[src/rtl/i2s_slave_rx.sv]
// ---------------------------------------------------------------------------
// i2s_slave_rx : I2S receiver, slave mode, oversampled by the system clock.
//
// The external SCLK, LRCK and SDATA are synchronized into clk. The block
// detects SCLK rising edges and recovers left/right words, MSB first, with
// the standard I2S one-bit delay after each LRCK change. A stereo pair is
// presented with a valid/ready handshake.
//
// Parameters
//   RESOLUTION  audio word width per channel (8..32), default 24
//
// Ports
//   clk         system clock, rising edge, >= 4x SCLK
//   reset       synchronous active-high reset
//   sclk_in     I2S bit clock (async)
//   lrck_in     I2S word select (async), 0 = left, 1 = right
//   sdata_in    I2S serial data (async), MSB first
//   data_out_L  last complete left word
//   data_out_R  last complete right word
//   valid       a stereo pair is held on data_out_L/R
//   ready       consumer accepts the pair
//   overrun     sticky: a completed frame was dropped (cleared by reset)
//   frame_err   one-clk pulse on a short slot (slot checking builds only)
//
// Build option
//   I2S_RX_SLOT_CHECK_EN  defined: a short slot pulses frame_err and drops
//                         the frame. Undefined: frame_err is tied 0 and a
//                         short word is latched left-justified, zero-filled.
// ---------------------------------------------------------------------------
module i2s_slave_rx #(
  parameter int RESOLUTION = 24
) (
  input  logic                  clk,
  input  logic                  reset,
  input  logic                  sclk_in,
  input  logic                  lrck_in,
  input  logic                  sdata_in,
  output logic [RESOLUTION-1:0] data_out_L,
  output logic [RESOLUTION-1:0] data_out_R,
  output logic                  valid,
  input  logic                  ready,
  output logic                  overrun,
  output logic                  frame_err
);

  localparam int CW = $clog2(RESOLUTION + 1);
  localparam logic [CW-1:0] CNT_LAST = CW'(RESOLUTION - 1);
`ifndef I2S_RX_SLOT_CHECK_EN
  localparam logic [CW-1:0] CNT_FULL = CW'(RESOLUTION);
`endif

  typedef enum logic [1:0] {SYNC, DELAY, SHIFT, PAD} state_t;

  // synchronizers
  logic sclk_m_q, sclk_m_d, sclk_s_q, sclk_s_d, sclk_p_q, sclk_p_d;
  logic lrck_m_q, lrck_m_d, lrck_s_q, lrck_s_d;
  logic sdat_m_q, sdat_m_d, sdat_s_q, sdat_s_d;

  // receive datapath
  state_t                state_q, state_d;
  logic                  chan_q, chan_d;          // 0 = left, 1 = right
  logic                  lr_prev_q, lr_prev_d;
  logic [RESOLUTION-1:0] sh_q, sh_d;
  logic [CW-1:0]         cnt_q, cnt_d;
  logic [RESOLUTION-1:0] hold_l_q, hold_l_d;
  logic [RESOLUTION-1:0] hold_r_q, hold_r_d;
  logic                  left_done_q, left_done_d; // left latched this frame
  logic                  done_q, done_d;           // frame completed
`ifdef I2S_RX_SLOT_CHECK_EN
  logic                  err_q, err_d;
`endif

  // output side
  logic [RESOLUTION-1:0] dl_q, dl_d, dr_q, dr_d;
  logic                  valid_q, valid_d;
  logic                  overrun_q, overrun_d;

  // per-edge decode
  logic                  rise, change, wrong_dir, short_slot;
  logic                  latch;
  logic [RESOLUTION-1:0] word;

  assign rise       = sclk_s_q & ~sclk_p_q;
  assign change     = rise & (lrck_s_q != lr_prev_q);
  // A change toward the channel we are already in means the next-channel
  // expectation is broken: drop the partial frame.
  assign wrong_dir  = change & (state_q != SYNC) & (lrck_s_q == chan_q);
  // DELAY/SHIFT always hold fewer than RESOLUTION bits, so any change here
  // ends a slot early.
  assign short_slot = change & ((state_q == DELAY) | (state_q == SHIFT));

  always_comb begin
    sclk_m_d = sclk_in;
    sclk_s_d = sclk_m_q;
    sclk_p_d = sclk_s_q;
    lrck_m_d = lrck_in;
    lrck_s_d = lrck_m_q;
    sdat_m_d = sdata_in;
    sdat_s_d = sdat_m_q;
  end

  // -------------------------------------------------------------------------
  // FSM: next state
  // -------------------------------------------------------------------------
  always_comb begin
    state_d = state_q;
    chan_d  = chan_q;
    if (rise) begin
      unique case (state_q)
        SYNC: begin
          if (change && !lrck_s_q) begin
            state_d = DELAY;
            chan_d  = 1'b0;
          end
        end
        DELAY: begin
          if (change) begin
            state_d = DELAY;
            chan_d  = lrck_s_q;
          end else begin
            state_d = SHIFT;
          end
        end
        SHIFT: begin
          if (change) begin
            state_d = DELAY;
            chan_d  = lrck_s_q;
          end else if (cnt_q == CNT_LAST) begin
            state_d = PAD;
          end
        end
        PAD: begin
          if (change) begin
            state_d = DELAY;
            chan_d  = lrck_s_q;
          end
        end
        default: state_d = SYNC;
      endcase
    end
  end

  // -------------------------------------------------------------------------
  // FSM outputs: shift register, word latching, frame completion
  // -------------------------------------------------------------------------
  always_comb begin
    lr_prev_d   = lr_prev_q;
    sh_d        = sh_q;
    cnt_d       = cnt_q;
    hold_l_d    = hold_l_q;
    hold_r_d    = hold_r_q;
    left_done_d = left_done_q;
    done_d      = 1'b0;
    latch       = 1'b0;
    word        = '0;
`ifdef I2S_RX_SLOT_CHECK_EN
    err_d       = 1'b0;
`endif
    if (rise) begin
      lr_prev_d = lrck_s_q;
      unique case (state_q)
        DELAY: begin
          if (!change) begin
            // bit after the LRCK change is the MSB
            sh_d  = {{(RESOLUTION-1){1'b0}}, sdat_s_q};
            cnt_d = CW'(1);
          end
        end
        SHIFT: begin
          if (!change) begin
            sh_d  = {sh_q[RESOLUTION-2:0], sdat_s_q};
            cnt_d = cnt_q + 1'b1;
            if (cnt_q == CNT_LAST) begin
              latch = 1'b1;
              word  = {sh_q[RESOLUTION-2:0], sdat_s_q};
            end
          end
        end
        default: ;
      endcase

      if (short_slot) begin
`ifdef I2S_RX_SLOT_CHECK_EN
        err_d       = 1'b1;
        left_done_d = 1'b0;
`else
        // captured bits become the top of the word, LSBs zero
        latch = 1'b1;
        word  = sh_q << (CNT_FULL - cnt_q);
`endif
      end

      if (change) begin
        sh_d  = '0;
        cnt_d = '0;
        if (!lrck_s_q) left_done_d = 1'b0;  // a new frame starts at left
      end

      if (wrong_dir) begin
        latch       = 1'b0;
        left_done_d = 1'b0;
      end

      if (latch) begin
        if (!chan_q) begin
          hold_l_d    = word;
          left_done_d = 1'b1;
        end else begin
          hold_r_d    = word;
          done_d      = left_done_q;
          left_done_d = 1'b0;
        end
      end
    end
  end

  // -------------------------------------------------------------------------
  // Handshake: load the pair one clk after completion
  // -------------------------------------------------------------------------
  always_comb begin
    dl_d      = dl_q;
    dr_d      = dr_q;
    valid_d   = valid_q;
    overrun_d = overrun_q;
    if (done_q) begin
      // an acceptance on this same edge frees the slot for the new pair
      if (!valid_q || ready) begin
        dl_d    = hold_l_q;
        dr_d    = hold_r_q;
        valid_d = 1'b1;
      end else begin
        overrun_d = 1'b1;
      end
    end else if (valid_q && ready) begin
      valid_d = 1'b0;
    end
  end

  // -------------------------------------------------------------------------
  // State register
  // -------------------------------------------------------------------------
  always_ff @(posedge clk) begin
    if (reset) begin
      sclk_m_q    <= 1'b0;
      sclk_s_q    <= 1'b0;
      sclk_p_q    <= 1'b0;
      lrck_m_q    <= 1'b0;
      lrck_s_q    <= 1'b0;
      sdat_m_q    <= 1'b0;
      sdat_s_q    <= 1'b0;
      state_q     <= SYNC;
      chan_q      <= 1'b0;
      lr_prev_q   <= 1'b0;
      sh_q        <= '0;
      cnt_q       <= '0;
      hold_l_q    <= '0;
      hold_r_q    <= '0;
      left_done_q <= 1'b0;
      done_q      <= 1'b0;
      dl_q        <= '0;
      dr_q        <= '0;
      valid_q     <= 1'b0;
      overrun_q   <= 1'b0;
`ifdef I2S_RX_SLOT_CHECK_EN
      err_q       <= 1'b0;
`endif
    end else begin
      sclk_m_q    <= sclk_m_d;
      sclk_s_q    <= sclk_s_d;
      sclk_p_q    <= sclk_p_d;
      lrck_m_q    <= lrck_m_d;
      lrck_s_q    <= lrck_s_d;
      sdat_m_q    <= sdat_m_d;
      sdat_s_q    <= sdat_s_d;
      state_q     <= state_d;
      chan_q      <= chan_d;
      lr_prev_q   <= lr_prev_d;
      sh_q        <= sh_d;
      cnt_q       <= cnt_d;
      hold_l_q    <= hold_l_d;
      hold_r_q    <= hold_r_d;
      left_done_q <= left_done_d;
      done_q      <= done_d;
      dl_q        <= dl_d;
      dr_q        <= dr_d;
      valid_q     <= valid_d;
      overrun_q   <= overrun_d;
`ifdef I2S_RX_SLOT_CHECK_EN
      err_q       <= err_d;
`endif
    end
  end

  assign data_out_L = dl_q;
  assign data_out_R = dr_q;
  assign valid      = valid_q;
  assign overrun    = overrun_q;
`ifdef I2S_RX_SLOT_CHECK_EN
  assign frame_err  = err_q;
`else
  assign frame_err  = 1'b0;
`endif

endmodule

[config.mk]
export PLATFORM = sky130hd
export DESIGN_NAME = i2s_slave_rx
export DESIGN_NICKNAME = d
export VERILOG_FILES = /design/src/rtl/i2s_slave_rx.sv
export SDC_FILE = /design/constraint.sdc
export NUM_CORES = 1
export LEC_CHECK = 0
export BUFFER_PORTS_ARGS = -buffer_cell sky130_fd_sc_hd__buf_2
export CAP_MARGIN = 30
export CORE_MARGIN = 10
export CORE_UTILIZATION = 35
export CTS_CLUSTER_DIAMETER = 100
export DETAILED_ROUTE_END_ITERATION = 12
export PLACE_DENSITY = 0.62
export SKIP_CTS_REPAIR_TIMING = 1
export SYNTH_ARGS = -nofsm -noshare
export SYNTH_HDL_FRONTEND = slang
export SYNTH_SLANG_ARGS = --single-unit
[constraint.sdc]
create_clock -name clk -period 9.2 [get_ports clk]
set_clock_uncertainty 0.15 [all_clocks]
set_input_delay 0.46 -clock clk [delete_from_list [all_inputs] [get_ports clk]]
set_output_delay 0.46 -clock clk [all_outputs]
set_load 0.02 [all_outputs]
; ---- Yosys cells after proc, flatten, opt, wreduce, memory -nomap -nowiden
; Cells that the tools add are included.
[word_totals]
output_inout_bits = 51
ff_bits = 140
[op_classes]
n_addsub = 2
shift = 1
reduce_logical = 21
mux = 31
bitwise_logic = 11
n_eq_ne = 12
[ops]
columns = operator, n
row1 = 24-bit two-way mux, 5
row2 = 24-bit case mux with 2 select lines, 1
row3 = 24-bit by 5-bit left shift with 24-bit output, 1
row4 = 1-bit two-way mux, 16
row5 = 3-bit AND reduction, 4
row6 = 2-bit two-way mux, 5
row7 = 5-bit case mux with 2 select lines, 1
row8 = 2-bit case mux with 4 select lines, 1
row9 = 2-bit AND reduction, 4
row10 = 3-bit nonzero test, 2
row11 = 5-bit by 1-bit adder with 5-bit output (second input constant), 1
row12 = 1-bit AND, 5
row13 = 5-bit equality test (second input constant), 1
row14 = 5-bit two-way mux, 1
row15 = 1-bit inverter, 5
row16 = 5-bit subtractor (first input constant), 1
row17 = 2-bit equality test (second input constant), 2
row18 = 2-bit by 1-bit inequality test with 1-bit output (second input constant), 2
row19 = 2-bit inequality test (second input constant), 2
row20 = 4-bit AND reduction, 1
row21 = 2-bit nonzero test, 2
row22 = 4-bit OR reduction, 1
row23 = 3-bit by 1-bit inequality test with 1-bit output (second input constant), 1
row24 = 3-bit by 2-bit inequality test with 1-bit output (second input constant), 1
row25 = 10 further kinds, 12

; ---- Longest topological paths before layout
[logic_depth]
word_depth = 10
mapped_depth = 10
mapped_depth_nobuf = 8

; ---- Worst setup path after synthesis
; No wires, ideal clock.
[synth_path]
kind = reg2reg
start = reg cnt_q[0]
end = reg hold_l_q[20]
setup_time_ps = 133
arrival_ps = 2592
required_ps = 8917
n_path_buf = 3
path_stages_with_launch = 11
slack_ps = 6325
cell_sequence = dfxtp_1 > buf_6 > clkinv_1 > ha_1 > buf_2 > buf_2 > mux4_2 > mux2i_1 > a211oi_1 > a2111oi_0 > nor3_1
[synth_via]
elab_chain_len = 8
[synth_rtl]
columns = item, line_no
row1 = from (decl), 64  ; logic [CW-1:0] cnt_q, cnt_d;
row2 = from (signal assigned), 279  ; cnt_q <= cnt_d;
row3 = "parallel branches: the longest is 8 deep, another holds 5-bit subtractor", --
row4 = to (signal assigned), 280  ; hold_l_q <= hold_l_d;
row5 = to (decl), 65  ; logic [RESOLUTION-1:0] hold_l_q, hold_l_d;
; Several ways; the timed one is not identified. The select of a mux whose other input is x is not followed.
; A chain may end at the register's enable or synchronous reset.

; ---- Worst setup path in the final report
; Same ends and word-level chain as after synthesis.

==> impl_metrics.py <==
metrics = {
    "clock_network": {
        "clockRootBuffer": "clkbuf_16",
        "clk_path_buf_depth": 2,
        "numCtsBuffers": 17,
        "cts_sinks": 140,
        "cts_tree": "done",
        "htreeDepth": 4,
        "clock_latency_ns": 0.42,
        "clkTransAtPathRegs_ns": 0.06,
    },
    "logic_synthesis": {
        "synthFlopType": "dfxtp_1",
        "synthesis.area_sq_um": 6620,
        "syn_inst": 751,
        "synth.distinct_cells": 79,
        "synth_edf_count": 0,
        "ys_ff_latch": 140,
        "ys_warn_count": 0,
        "syn-num-nets": 764,
        "ys_seq_area_frac": 0.424,
        "synth-async-reset-ratio": 0,
        "avgSynthCellArea_sq_um": 8.81,
    },
    "power": {
        "seq_power_share": 0.469,
        "p_switching_uw": 286,
        "clockPowerShare": 0.513,
        "intPower_uw": 1010,
        "p_leak_uw": 0.00276,
        "power_density_nw_per_um2": 173,
        "total_power_uw": 1300,
        "max-vdd-ir-drop_v": 0.0000871,
        "p_sw_frac": 0.220,
        "combPwrFrac": 0.018,
    },
    "worst_setup_path": {
        "cp-start-kind": "flip-flop",
        "required_ns": 9.32,
        "crit_chain": "buf_4 > clkinv_1 > ha_1 > buf_4 > mux4_1 > mux2_2 > nor2_1 > a211oi_1 > a2111oi_0 > nor3_1",
        "crit_type": "reg2reg",
        "arrival_ns": 4.21,
        "crit_slowest_cell": "a2111oi_0",
        "max_stage_delay_ns": 0.73,
        "cp_common_cell": "buf_4",
        "path_max_fanout": 29,
        "path_buf_inv": 3,
        "critPathTopFamily": "buffers and inverters",
        "crit_path_end_kind": "flip-flop",
    },
    "placement": {
        "gp_congestion": 1.00,
        "port_buffers": 55,
        "dp_hpwl_microns": 13300,
    },
    "global_routing": {
        "grt_use_total": 0.149,
        "grt_max_degree": 63,
        "grt_pass1_wl_microns": 29300,
        "gr-total-overflow": 0,
        "first_global_vias": 5166,
        "antenna_found_initial": 0,
    },
    "route": {
        "wl_per_cell_microns": 18.3,
        "ant_nets": 0,
        "route.detailed.drc": 0,
        "vias_per_cell": 5.53,
        "initialDrtViolationCount": 345,
        "first_pass_iters": 5,
        "vias": 5665,
        "wl_microns": 18700,
    },
    "sta": {
        "period_needed_ns": 4.09,
        "slew-limit-headroom": 0.324,
        "hold_viol_final": 0,
        "tightest_slew_ns": 1.01,
        "setup_tns_ns": 0,
        "final-setup-viol-count": 0,
        "rsz0062_at_grt": "false",
        "fin_crit_sh": 0.444,
        "timing.fmax_mhz": 245,
        "drv_slew": 0,
    },
    "floorplanning": {
        "die_width_microns": 157,
        "die_area_sq_um": 24800,
        "num_rows": 50,
        "dieHeight_microns": 157,
        "io_pins": 57,
        "initial_core_util": 0.355,
        "coreArea_sq_um": 18600,
    },
    "cells_and_area": {
        "layout-drive-gt1-share": 0.168,
        "multi_input_area_sq_um": 3470,
        "seq_area_sq_um": 2800,
        "layout_commonest_cell": "nand2_1",
        "antenna_cells": 0,
        "areaGrowthSynthToFinish_pct": 13.8,
        "fillers": 1893,
        "final_cell_mix": "145 x nand2_1, 140 x dfxtp_1, 75 x nor2_1, 70 x a21oi_1, 54 x buf_2",
        "fin_nets": 790,
    },
    "outcome": {
        "status": "complete, no violations",
    },
    "min_path": {
        "hold_class": "in2reg",
    },
    "run": {
        "drv_cap": 0,
    },
}
## kinds of logic (layout without fill, tap and decap cells)
family	after synthesis	after routing	synth area share
multiplexers	48	48	0.105
adder cells (fa/ha/maj)	7	7	0.0132
other	1	1	0.000567
AND/OR/NAND/NOR	284	284	0.187
flip-flops	140	140	0.424
AO/OA/AOI/OAI	200	200	0.205
buffers and inverters	65	104	0.0531
XOR/XNOR	6	6	0.0113
## per-layer routing
metal / vias to the layer above / wire length [microns] / share of wire / GRT usage
met5: - / 0 / 0 / 0
met4: 0 / 476 / 0.025 / 0.0610
met3: 27 / 1110 / 0.059 / 0.0347
met2: 177 / 8790 / 0.47 / 0.236
met1: 2739 / 8360 / 0.45 / 0.191
li1: 2722 / - / - / -
## worst register-to-register path, cell delays in order, from the launching register on
cell and delay, ns:
dfxtp_1 0.59, buf_4 0.41, clkinv_1 0.33, ha_1 0.40
buf_4 0.34, mux4_1 0.42, mux2_2 0.32, nor2_1 0.10
a211oi_1 0.06, a2111oi_0 0.73, nor3_1 0.10
## synth_stat cells (3+ instances only)
cell type | instances | area share
nand3_1 | 10 | 0.0076
mux2i_1 | 25 | 0.038
o32ai_1 | 3 | 0.0040
buf_6 | 5 | 0.0085
ha_1 | 7 | 0.013
o21a_1 | 3 | 0.0034
o21ai_0 | 27 | 0.020
a21oi_1 | 70 | 0.053
dfxtp_1 | 140 | 0.42
buf_2 | 10 | 0.0076
a21o_1 | 3 | 0.0034
inv_1 | 8 | 0.0045
nor3_1 | 12 | 0.0091
clkbuf_1 | 26 | 0.015
nor2b_1 | 14 | 0.013
buf_4 | 8 | 0.0091
a22oi_1 | 26 | 0.030
nand2b_1 | 5 | 0.0047
a311oi_1 | 3 | 0.0040
a32o_1 | 3 | 0.0045
mux4_2 | 14 | 0.048
nand2_1 | 145 | 0.082
a211oi_1 | 15 | 0.017
a22o_1 | 12 | 0.016
mux2_2 | 7 | 0.012
a221oi_1 | 3 | 0.0040
buf_1 | 4 | 0.0023
nor2_1 | 76 | 0.043
o31ai_1 | 4 | 0.0045
## sequential cells by signal (all words and copies together), names as in the netlist, 2 cells and up
register	count
data_out_R	24
sh_q	24
cnt_q	5
state_q	2
hold_r_q	24
hold_l_q	24
data_out_L	24
## area by class of cell
cell class | instances | share of cell area
inverter | 10 | 0.00499
timing repair buffer | 62 | 0.0465
multi-input combinational | 546 | 0.461
clock inverter | 13 | 0.0186
sequential | 140 | 0.372
tap | 234 | 0.0389
clock buffer | 19 | 0.0575
## worst paths after layout
check,start,to,slack (ns),cells past startpoint
setup / recovery,cnt_q[0],hold_l_q[20],5.11,10
hold / removal,sdata_in,sdat_m_q,0.09,2
setup reg to reg,cnt_q[0],hold_l_q[20],5.11,10
hold reg to reg,sclk_m_q,sclk_p_d,0.29,1
## stage by stage
step	hold WS (ns)	cells	instance area, sq um	setup WS (ns)	util
2_1_floorplan	0.264	751	6620	6.32	-
3_3_place_gp	0.271	990	6920	5.32	0.371
3_5_place_dp	0.274	991	6930	5.24	0.372
4_1_cts	0.0834	1023	7510	5.22	0.403
5_1_grt	0.100	1024	7530	4.96	0.404
6_report	0.0944	1024	7530	5.11	0.404
## power by group through the flow
| stage | sequential, uW | clock (uW) | combinational, uW |
|---|---|---|---|
| 6_report | 609 | 668 | 23.4 |
| 5_1_grt | 609 | 709 | 25.3 |
| 4_1_cts | 609 | 681 | 23.5 |
| 3_5_place_dp | 623 | 0 | 23.5 |
| 3_3_place_gp | 623 | 0 | 22.5 |
| 2_1_floorplan | 622 | 0 | 19.4 |
Power figures use the tool's default switching activity.
